**config.mk**
```make
export PLATFORM = sky130hd
export DESIGN_NAME = rotate_sched
export DESIGN_NICKNAME = d
export VERILOG_FILES = /design/src/rtl/rotate_sched.sv
export SDC_FILE = /design/constraint.sdc
export NUM_CORES = 1
export LEC_CHECK = 0
export CAP_MARGIN = 15
export CORE_MARGIN = 5
export CORE_UTILIZATION = 23
export DETAILED_ROUTE_END_ITERATION = 6
export PLACE_DENSITY = 0.52
export SLEW_MARGIN = 20
export SYNTH_ARGS = -nofsm -noshare
export SYNTH_HDL_FRONTEND = slang
export SYNTH_SLANG_ARGS = --single-unit
```
**constraint.sdc**
```tcl
create_clock -name clk -period 4.2 [get_ports clk]
set_input_delay 0.84 -clock clk [delete_from_list [all_inputs] [get_ports clk]]
set_output_delay 0.84 -clock clk [all_outputs]
set_load 0.02 [all_outputs]
```
**src/rtl/rotate_sched.sv**
```systemverilog
// rotate_sched: one shared W-bit left-rotate datapath serving N requesters through
// a round-robin arbiter, with a single-entry tagged output register.
module rotate_sched #(
    parameter int W = 32,
    parameter int N = 4,
    localparam int NW = $clog2(W) + 1,
    localparam int IW = (N > 1) ? $clog2(N) : 1
) (
    input  logic            clk,
    input  logic            rst,
    input  logic [N-1:0]    req_vld,
    input  logic [N*W-1:0]  req_x,
    input  logic [N*NW-1:0] req_n,
    output logic [N-1:0]    req_rdy,
    output logic            rsp_vld,
    output logic [W-1:0]    rsp_y,
    output logic [IW-1:0]   rsp_id,
    input  logic            rsp_rdy,
    output logic [15:0]     rsp_cnt
);

    localparam int LW = $clog2(W);

    logic [IW-1:0]  ptr;
    logic           acc;
    logic           found;
    logic           xfer;
    logic [IW-1:0]  grant;
    logic [IW-1:0]  idx;
    logic [W-1:0]   sel_x;
    logic [NW-1:0]  sel_n;
    logic [LW-1:0]  amt;
    logic [2*W-1:0] dbl;
    logic [W-1:0]   rot_y;

    // The register can take a new result when empty or when it drains this cycle.
    assign acc = ~rsp_vld | rsp_rdy;

    // Scan from ptr+N-1 down to ptr so the requester closest to ptr is the last
    // (and therefore winning) assignment.
    // NOTE: every combinational output gets a default first so no path leaves
    // it unassigned, which would otherwise infer a latch.
    always_comb begin
        found = 1'b0;
        grant = '0;
        idx   = '0;
        for (int k = N - 1; k >= 0; k--) begin
            idx = IW'((int'(ptr) + k) % N);
            if (req_vld[idx]) begin
                found = 1'b1;
                grant = idx;
            end
        end
    end

    always_comb begin
        req_rdy = '0;
        if (found && acc && !rst) begin
            req_rdy[grant] = 1'b1;
        end
    end

    assign xfer = |req_rdy;

    assign sel_x = req_x[int'(grant) * W +: W];
    assign sel_n = req_n[int'(grant) * NW +: NW];

    // W is a power of two, so the modulo reduces to the low LW bits.
    assign amt   = LW'(sel_n % NW'(W));
    assign dbl   = {sel_x, sel_x} << amt;
    assign rot_y = dbl[2*W-1:W];

    // NOTE: sequential state uses non-blocking assignments so every register
    // samples pre-edge values regardless of statement order.
    always_ff @(posedge clk or posedge rst) begin
        if (rst) begin
            rsp_vld <= 1'b0;
            rsp_y   <= '0;
            rsp_id  <= '0;
            ptr     <= '0;
        end else if (xfer) begin
            rsp_vld <= 1'b1;
            rsp_y   <= rot_y;
            rsp_id  <= grant;
            ptr     <= (grant == IW'(N - 1)) ? '0 : grant + 1'b1;
        end else if (rsp_vld && rsp_rdy) begin
            rsp_vld <= 1'b0;
        end
    end

    always_ff @(posedge clk or posedge rst) begin
        if (rst) begin
            rsp_cnt <= '0;
        end else if (rsp_vld && rsp_rdy) begin
            rsp_cnt <= rsp_cnt + 16'd1;
        end
    end

endmodule

```
==> key figures, run 1 <==
Detailed routing
  • Via count: roughly 4.4k
  • DRT antenna net count: 0
  • Met1 wire length: 7660 um
  • Routed vias/inst: between 4 and 5
  • Total Wirelength: about 17000 um
  • DR top layer: met4
  • First-pass DRT Iterations: 4
  • Routed wl met3: between 1500 and 2000 um
  • WL met2: between 7000 and 8000 um
  • Iter 0 DRT Violations: 174
  • DRC: 0
  • DR WL/cell: 18.3 um

Yosys
  • Post-synth EDFFs: 0
  • Async SR Flop Fraction: 100%
  • Most common cell in the netlist: mux2i_1
  • Synth Flop Type: dfrtp_1
  • Area share of the largest cell type after synthesis: between 20% and 30%
  • Syn nets: roughly 640
  • Seq cells post-synth: 53
  • Distinct cells, synth: 34
  • Synthesized area: 0.00507 mm2
  • Post-synth top area cell: mux2i_1
  • Synthesis Warnings: 0
  • Mean Syn Cell Area: around 11 um2
  • Largest cells by area after synthesis: mux2i_1 30%, dfrtp_1 26%, mux2_2 19%
  • Cells after Synth: between 400 and 500
  • Seq/Total Area, Yosys: a little over a quarter
  • Commonest cells in the netlist: 151 x mux2i_1, 86 x mux2_2, 53 x dfrtp_1

Finish
  • Layout cell share with drive strength beyond 1: approximately 18%
  • Final cell count without fillers: 952
  • Nets: 836
  • Antenna cells: 0
  • P&R area growth vs syn: 49.8%

Critical path
  • CP max stage cell: clkdlybuf4s50_1
  • Crit path buf inv count: 3
  • Crit. End Element: primary output
  • Nature of the critical path startpoint: primary input
  • Setup slack, reg-to-reg: 0.93 ns
  • Worst r2r path cells: 10
  • Crit path top cell by count: clkdlybuf4s50_1
  • Worst setup path category: in2out
  • Critical R2R Launch: ptr[1]
  • CP Cell Sequence: clkdlybuf4s50_1 > mux2i_1 > nor2_1 > nor3_4 > inv_1 > ha_1 > and2_1 > clkdlybuf4s50_1
  • Worst-path fanout max: 11
  • Top cell family by delay on the critical path: buffers and inverters
  • Crit path largest cell delay: ~0.54 ns
  • Worst R2R End: rsp_y[16]
  • Worst Path Required: around 3.4 ns
  • Critical Path AT: about 3.2 ns

Clock network
  • Cts repair resizes: 0
  • H-tree levels: 2
  • CTS max path bufs: 2
  • CTS sink cnt: between 50 and 60
  • CTS Buf Count: 5
  • Setup Buffers After CTS: 0
  • Post-CTS Hold Buffers: 0
  • Clk slew on worst S/H paths: about 0.070 ns
  • TritonCTS clock tree: yes
  • Clock root buffer: clkbuf_16
  • Clock Latency Late Sink: 0.29 ns

STA
  • Relative slew slack: ~37%
  • Crit path time final: ~4 ns
  • RSZ-0062 raised after global routing: no
  • Period utilisation layout: a little over nine tenths
  • Fmax achieved: around 0.25 GHz
  • Least-Margin Pin Slew: about 0.94 ns
  • Sum Neg Setup Slack: 0 ns
  • Hold Fails Final Rpt: 0
  • Final Max Slew Viols: 0
  • Worst-case clock skew: around 0.0018 ns
  • Fin Hold WS: roughly 0.5 ns
  • Final WS setup: 0.203 ns
  • Endpoints failing setup: 0

Global route
  • All-Layer GR Usage: a little over an eighth
  • Vias in the first global route: 4555
  • Largest net degree at the start of global routing: 54
  • Total grt overflow: 0
  • Antenna violations before repair: 0
  • First-pass GRT wire length: between 20000 and 30000 um

Placed design
  • Dpl cells: ~950
  • Setup WS pre-CTS: 0.0638 ns
  • Gpl congestion: between 0.8 and 0.9
  • I/O Buffers: ~210
  • Hpwl dp: around 14000 um

Die
  • DIE HEIGHT: 159 um
  • Die extent in x: 159 um
  • Site Rows: 54
  • IO Count: 214
  • Die ar.: 0.0251 mm2
  • Core region area: ~0.022 mm2
  • Initial core utilization: a little under a quarter

Run
  • Max Cap Violations: 0

Pwr
  • Leak pwr: ~3.2 nW
  • Worst vdd ir: between 200 and 250 uV
  • P per Cell Area: 705 mW/mm2

Outcome
  • Status: finished clean

Worst hold path
  • Worst hold endpoint: rsp_cnt[15]
  • Hold depth: 1
  • Hold path start: rsp_cnt[15]
  • Path type of the worst min-delay path: reg2reg
routing by layer:
layer	GRT usage [%]	up-vias
met5	0	-
met4	2.11	0
met3	4.05	9
met2	21.9	167
met1	16.9	2077
li1	-	2168
per-stage QoR:
stage               power [mW]  utilization, %  cell area, um2
floorplan                 3.69               -            5070
global placement          4.93            34.3            7460
detailed placement        5.00            34.3            7460
CTS                       5.44            34.9            7600
global route              5.77            34.9            7600
finish                    5.36            34.9            7600
cell type report:
class / count / area (um2)
multi-input cells: 380 / 3430
well taps: 280 / 350
inverters: 8 / 31.3
flip-flops and latches: 53 / 1330
clock buffers: 7 / 143
fillers: 2175 / 14200
repair buffers: 224 / 2320
cells in the final DEF (no fill, tap or decap), types with 2 or more instances in the layout:
cell type,netlist,layout
xor2_1,5,5
and2_1,4,4
nor2_1,10,10
o21ai_2,1,3
clkbuf_16,0,5
buf_12,1,9
inv_1,8,7
xnor2_1,10,10
clkdlybuf4s50_1,0,209
nand2b_1,2,2
mux2_2,86,86
a21oi_1,4,4
ha_1,5,5
nand4_1,4,4
nor3_1,3,3
o221ai_1,32,32
dfrtp_1,53,53
buf_4,0,6
mux2i_1,151,151
nand3_1,4,4
nand2_1,45,45
report_power, final:
group / leakage [nW] / switching, mW / total [mW] / internal [mW]
combinational: 2.49 / 2.09 / 4.07 / 1.98
sequential: 0.659 / 0.153 / 0.879 / 0.726
clock: 0.0700 / 0.175 / 0.409 / 0.235
registers in the layout, indices dropped and copies added (netlist names):
name,flops
ptr,2
rsp_y,32
rsp_id,2
rsp_vld,1
rsp_cnt,16
worst max path at each step:
| stage | startpoint | to | slack [ns] | cells past startpoint |
|---|---|---|---|---|
| final | req_vld[0] | req_rdy[0] | 0.20 | 8 |
| after global routing | req_vld[0] | req_rdy[0] | 0.05 | 8 |
| after CTS | req_vld[0] | req_rdy[0] | 0.17 | 8 |
| after detailed placement | req_vld[0] | rsp_y[16] | 0.06 | 11 |
| after global placement | req_vld[0] | rsp_y[16] | 0.10 | 11 |
| after floorplan | req_vld[2] | rsp_y[17] | 0.62 | 12 |
kinds of logic (layout without fill, tap and decap cells):
kind of cell	Yosys count	in the layout	share of synthesized area (%)
and+or+nand+nor	78	78	6.95
muxes	238	238	49.2
buffers and inverters	45	239	6.49
xor gates and xnor gates	15	15	2.59
adders and majority gates	5	5	1.23
DFF	53	53	26.1
AOI/OAI and AO/OA	44	44	7.42
No activity file was read; power rests on OpenSTA's default activity.
==> run 2: changes to the inputs <==
--- a/config.mk
+++ b/config.mk
@@ -5,11 +5,12 @@
 export SDC_FILE = /design/constraint.sdc
 export NUM_CORES = 1
 export LEC_CHECK = 0
+export ABC_AREA = 1
 export CAP_MARGIN = 15
 export CORE_MARGIN = 5
 export CORE_UTILIZATION = 23
 export DETAILED_ROUTE_END_ITERATION = 6
-export PLACE_DENSITY = 0.52
+export PLACE_DENSITY = 0.51
 export SLEW_MARGIN = 20
 export SYNTH_ARGS = -nofsm -noshare
 export SYNTH_HDL_FRONTEND = slang
==> key figures, run 2 <==
Outcome
  • Status: finished clean

STA
  • Fmax achieved: 0.252 GHz (+0.93%)
  • Relative slew slack: 53.6% (+17 points)
  • Least-Margin Pin Slew: 0.696 ns (-0.249 ns)
  • Final Max Slew Viols: 0 (unchanged)
  • Hold Fails Final Rpt: 0 (unchanged)
  • Sum Neg Setup Slack: 0 ns (unchanged)
  • Period utilisation layout: 94.3% (-0.88 points)
  • Worst-case clock skew: 0.00830 ns (+0.00652 ns)
  • RSZ-0062 raised after global routing: no
  • Crit path time final: 3.96 ns (-0.0368 ns)
  • Endpoints failing setup: 0 (unchanged)

Yosys
  • Syn nets: 1114 (+74%)
  • Post-synth EDFFs: 0 (unchanged)
  • Area share of the largest cell type after synthesis: 39.1% (+9.3 points)
  • Synth Area in Adders: 1.13% (-0.10 points)
  • Simple-gate area share of the yosys netlist: 62.3% (+55 points)
  • Distinct cells, synth: 29 (-15%)
  • Seq cells post-synth: 53 (unchanged)
  • Post-synthesis mux area share: 0% (-49 points)
  • Post-synth top area cell: nand3_1
  • Synth Area in Compound Gates: 1.35% (-6.1 points)
  • Synth Flop Type: dfrtp_1
  • Cells after Synth: 950 (+99%)
  • Most common cell in the netlist: nand3_1
  • Largest cells by area after synthesis: nand3_1 39%, dfrtp_1 24%, nand2_1 20%
  • Synthesized area: 0.00555 mm2 (+9.3%)
  • Async SR Flop Fraction: 100% (unchanged)
  • Synth Area in XOR/XNOR: 2.05% (-0.54 points)
  • Synthesis Warnings: 0 (unchanged)
  • Mean Syn Cell Area: 5.84 um2 (-45%)
  • Seq/Total Area, Yosys: 23.9% (-2.2 points)
  • Largest family of logic cells by synthesized area: simple AND/OR/NAND/NOR gates
  • Commonest cells in the netlist: 433 x nand3_1, 301 x nand2_1, 53 x dfrtp_1

Die
  • DIE HEIGHT: 165 um (+4.3%)
  • Core region area: 0.0236 mm2 (+8.5%)
  • Die extent in x: 165 um (+4.3%)
  • IO Count: 214 (unchanged)
  • Site Rows: 56 (+3.7%)
  • Die ar.: 0.0273 mm2 (+8.7%)
  • Initial core utilization: 23.5% (+0.16 points)

Critical path
  • Worst Setup SP: req_vld[1]
  • Critical R2R Launch: ptr[0]
  • Worst setup path category: in2out
  • Worst-path fanout max: 15 (+4)
  • Setup slack, reg-to-reg: 0.90 ns (-0.03 ns)
  • Nature of the critical path startpoint: primary input
  • Critical Path AT: 3.12 ns (-0.04 ns)
  • Worst R2R End: rsp_y[11]
  • Crit. End Element: primary output
  • Worst Path Required: 3.36 ns (about the same)
  • Worst r2r path cells: 21 (+11)

Detailed routing
  • Iter 0 DRT Violations: 594 (+240%)
  • DRC: 0 (unchanged)
  • Total Wirelength: 23400 um (+34%)
  • First-pass DRT Iterations: 5 (+1)
  • Via count: 7056 (+60%)
  • DR WL/cell: 16.3 um (-11%)
  • Routed vias/inst: 4.90 (+5.6%)
  • DRT antenna net count: 0 (unchanged)

Finish
  • Layout cell share with drive strength beyond 1: 3.48% (-14 points)
  • Finished Cell Area: 0.00805 mm2 (+6.0%)
  • Nets: 1284 (+54%)
  • Fillcell total: 2632 (+21%)
  • Most common cell after layout, fill and taps aside: nand3_1
  • P&R area growth vs syn: 45.2%
  • Most flop-heavy register: rsp_y
  • Most frequent cells in the layout: 433 x nand3_1, 301 x nand2_1, 208 x clkdlybuf4s50_1, 53 x dfrtp_1, 33 x inv_1
  • Biggest regs: rsp_y x32, rsp_cnt x16
  • Flip-flop count of the largest register after layout: 32 (unchanged)
  • Final core utilization: 34.1% (-0.82 points)
  • Antenna cells: 0 (unchanged)

Clock network
  • Clock Latency Late Sink: 0.29 ns (about the same)
  • Post-CTS Hold Buffers: 0 (unchanged)
  • Setup Buffers After CTS: 0 (unchanged)
  • Clk slew on worst S/H paths: 0.07 ns (about the same)
  • CTS max path bufs: 2 (unchanged)
  • Clock root buffer: clkbuf_16
  • CTS sink cnt: 53 (unchanged)
  • H-tree levels: 2 (unchanged)
  • CTS Buf Count: 5 (unchanged)
  • TritonCTS clock tree: yes

Global route
  • Vias in the first global route: 6862 (+51%)
  • Total grt overflow: 0 (unchanged)
  • Largest net degree at the start of global routing: 69 (+28%)
  • Antenna violations before repair: 0 (unchanged)
  • All-Layer GR Usage: 17.0% (+4.0 points)
  • First-pass GRT wire length: 36900 um (+42%)

Placed design
  • Gpl congestion: 0.858 (-3.9%)
  • Placed cell area: 0.00791 mm2 (+6.1%)
  • I/O Buffers: 209 (unchanged)
  • Hpwl dp: 18200 um (+26%)

Run
  • Max Cap Violations: 0 (unchanged)

Worst hold path
  • Hold depth: 1 (unchanged)
  • Hold path start: rsp_cnt[15]
  • Worst hold endpoint: rsp_cnt[15]
  • Path type of the worst min-delay path: reg2reg
## run 2: worst max-delay path: stages
cell,delay [ns]
clkdlybuf4s50_1,0.49
inv_1,0.04
nand2_1,0.09
nand3_1,0.10
nand2_1,0.07
inv_1,0.03
nand2_1,0.08
nand2_1,0.07
nand2_2,0.09
nand2_4,0.13
inv_2,0.10
ha_1,0.14
inv_1,0.04
nor2_1,0.16
clkdlybuf4s50_1,0.64
## run 2: cell families after synthesis
kind of cell | after synthesis
adders and majority gates | 5
and+or+nand+nor | 764
AOI/OAI and AO/OA | 11
buffers and inverters | 104
xor gates and xnor gates | 13
DFF | 53
## run 2: metrics by stage
stage                     instances  setup WS, ns  hold WS [ns]
after floorplan                 950         0.447         0.582
after global placement         1432         0.231         0.466
after detailed placement       1432         0.219         0.465
after CTS                      1439         0.195         0.482
after global routing           1439        0.0114         0.495
final                          1439         0.239         0.476
## run 2: how the worst max path moves through the flow
stage / endpoint / slack, ns / cells past startpoint
6_report: req_rdy[1] / 0.24 / 15
3_5_place_dp: req_rdy[3] / 0.22 / 15
5_1_grt: req_rdy[1] / 0.01 / 15
3_3_place_gp: req_rdy[0] / 0.23 / 14
2_1_floorplan: req_rdy[0] / 0.45 / 3
4_1_cts: req_rdy[3] / 0.19 / 15
## run 2: timing repair
item,in CTS,in global routing
resized for setup,0,1
endpoints found under the hold margin,0,0
setup endpoints to repair,0,1
## run 2: metal layers
metal | GRT usage, % | vias up | wire [um]
li1 | - | 3560 | -
met1 | 21.1 | 3258 | 9710
met2 | 30.6 | 203 | 11900
met3 | 3.18 | 35 | 1290
met4 | 3.78 | 0 | 562
met5 | 0 | - | 0
## run 2: final cells by class
class,instances,area [um2],share of cell area (%)
flip-flops and latches,53,1330,16.5
inverters,37,139,1.72
repair buffers,230,2340,29.1
clock buffers,5,125,1.55
multi-input cells,793,3710,46.0
clock inverters,2,16.3,0.202
well taps,319,399,4.96
Power of run 2 is left out: the tool's default activity adds up to more than one toggle a clock period on the data nets, which glitch-free logic cannot reach.
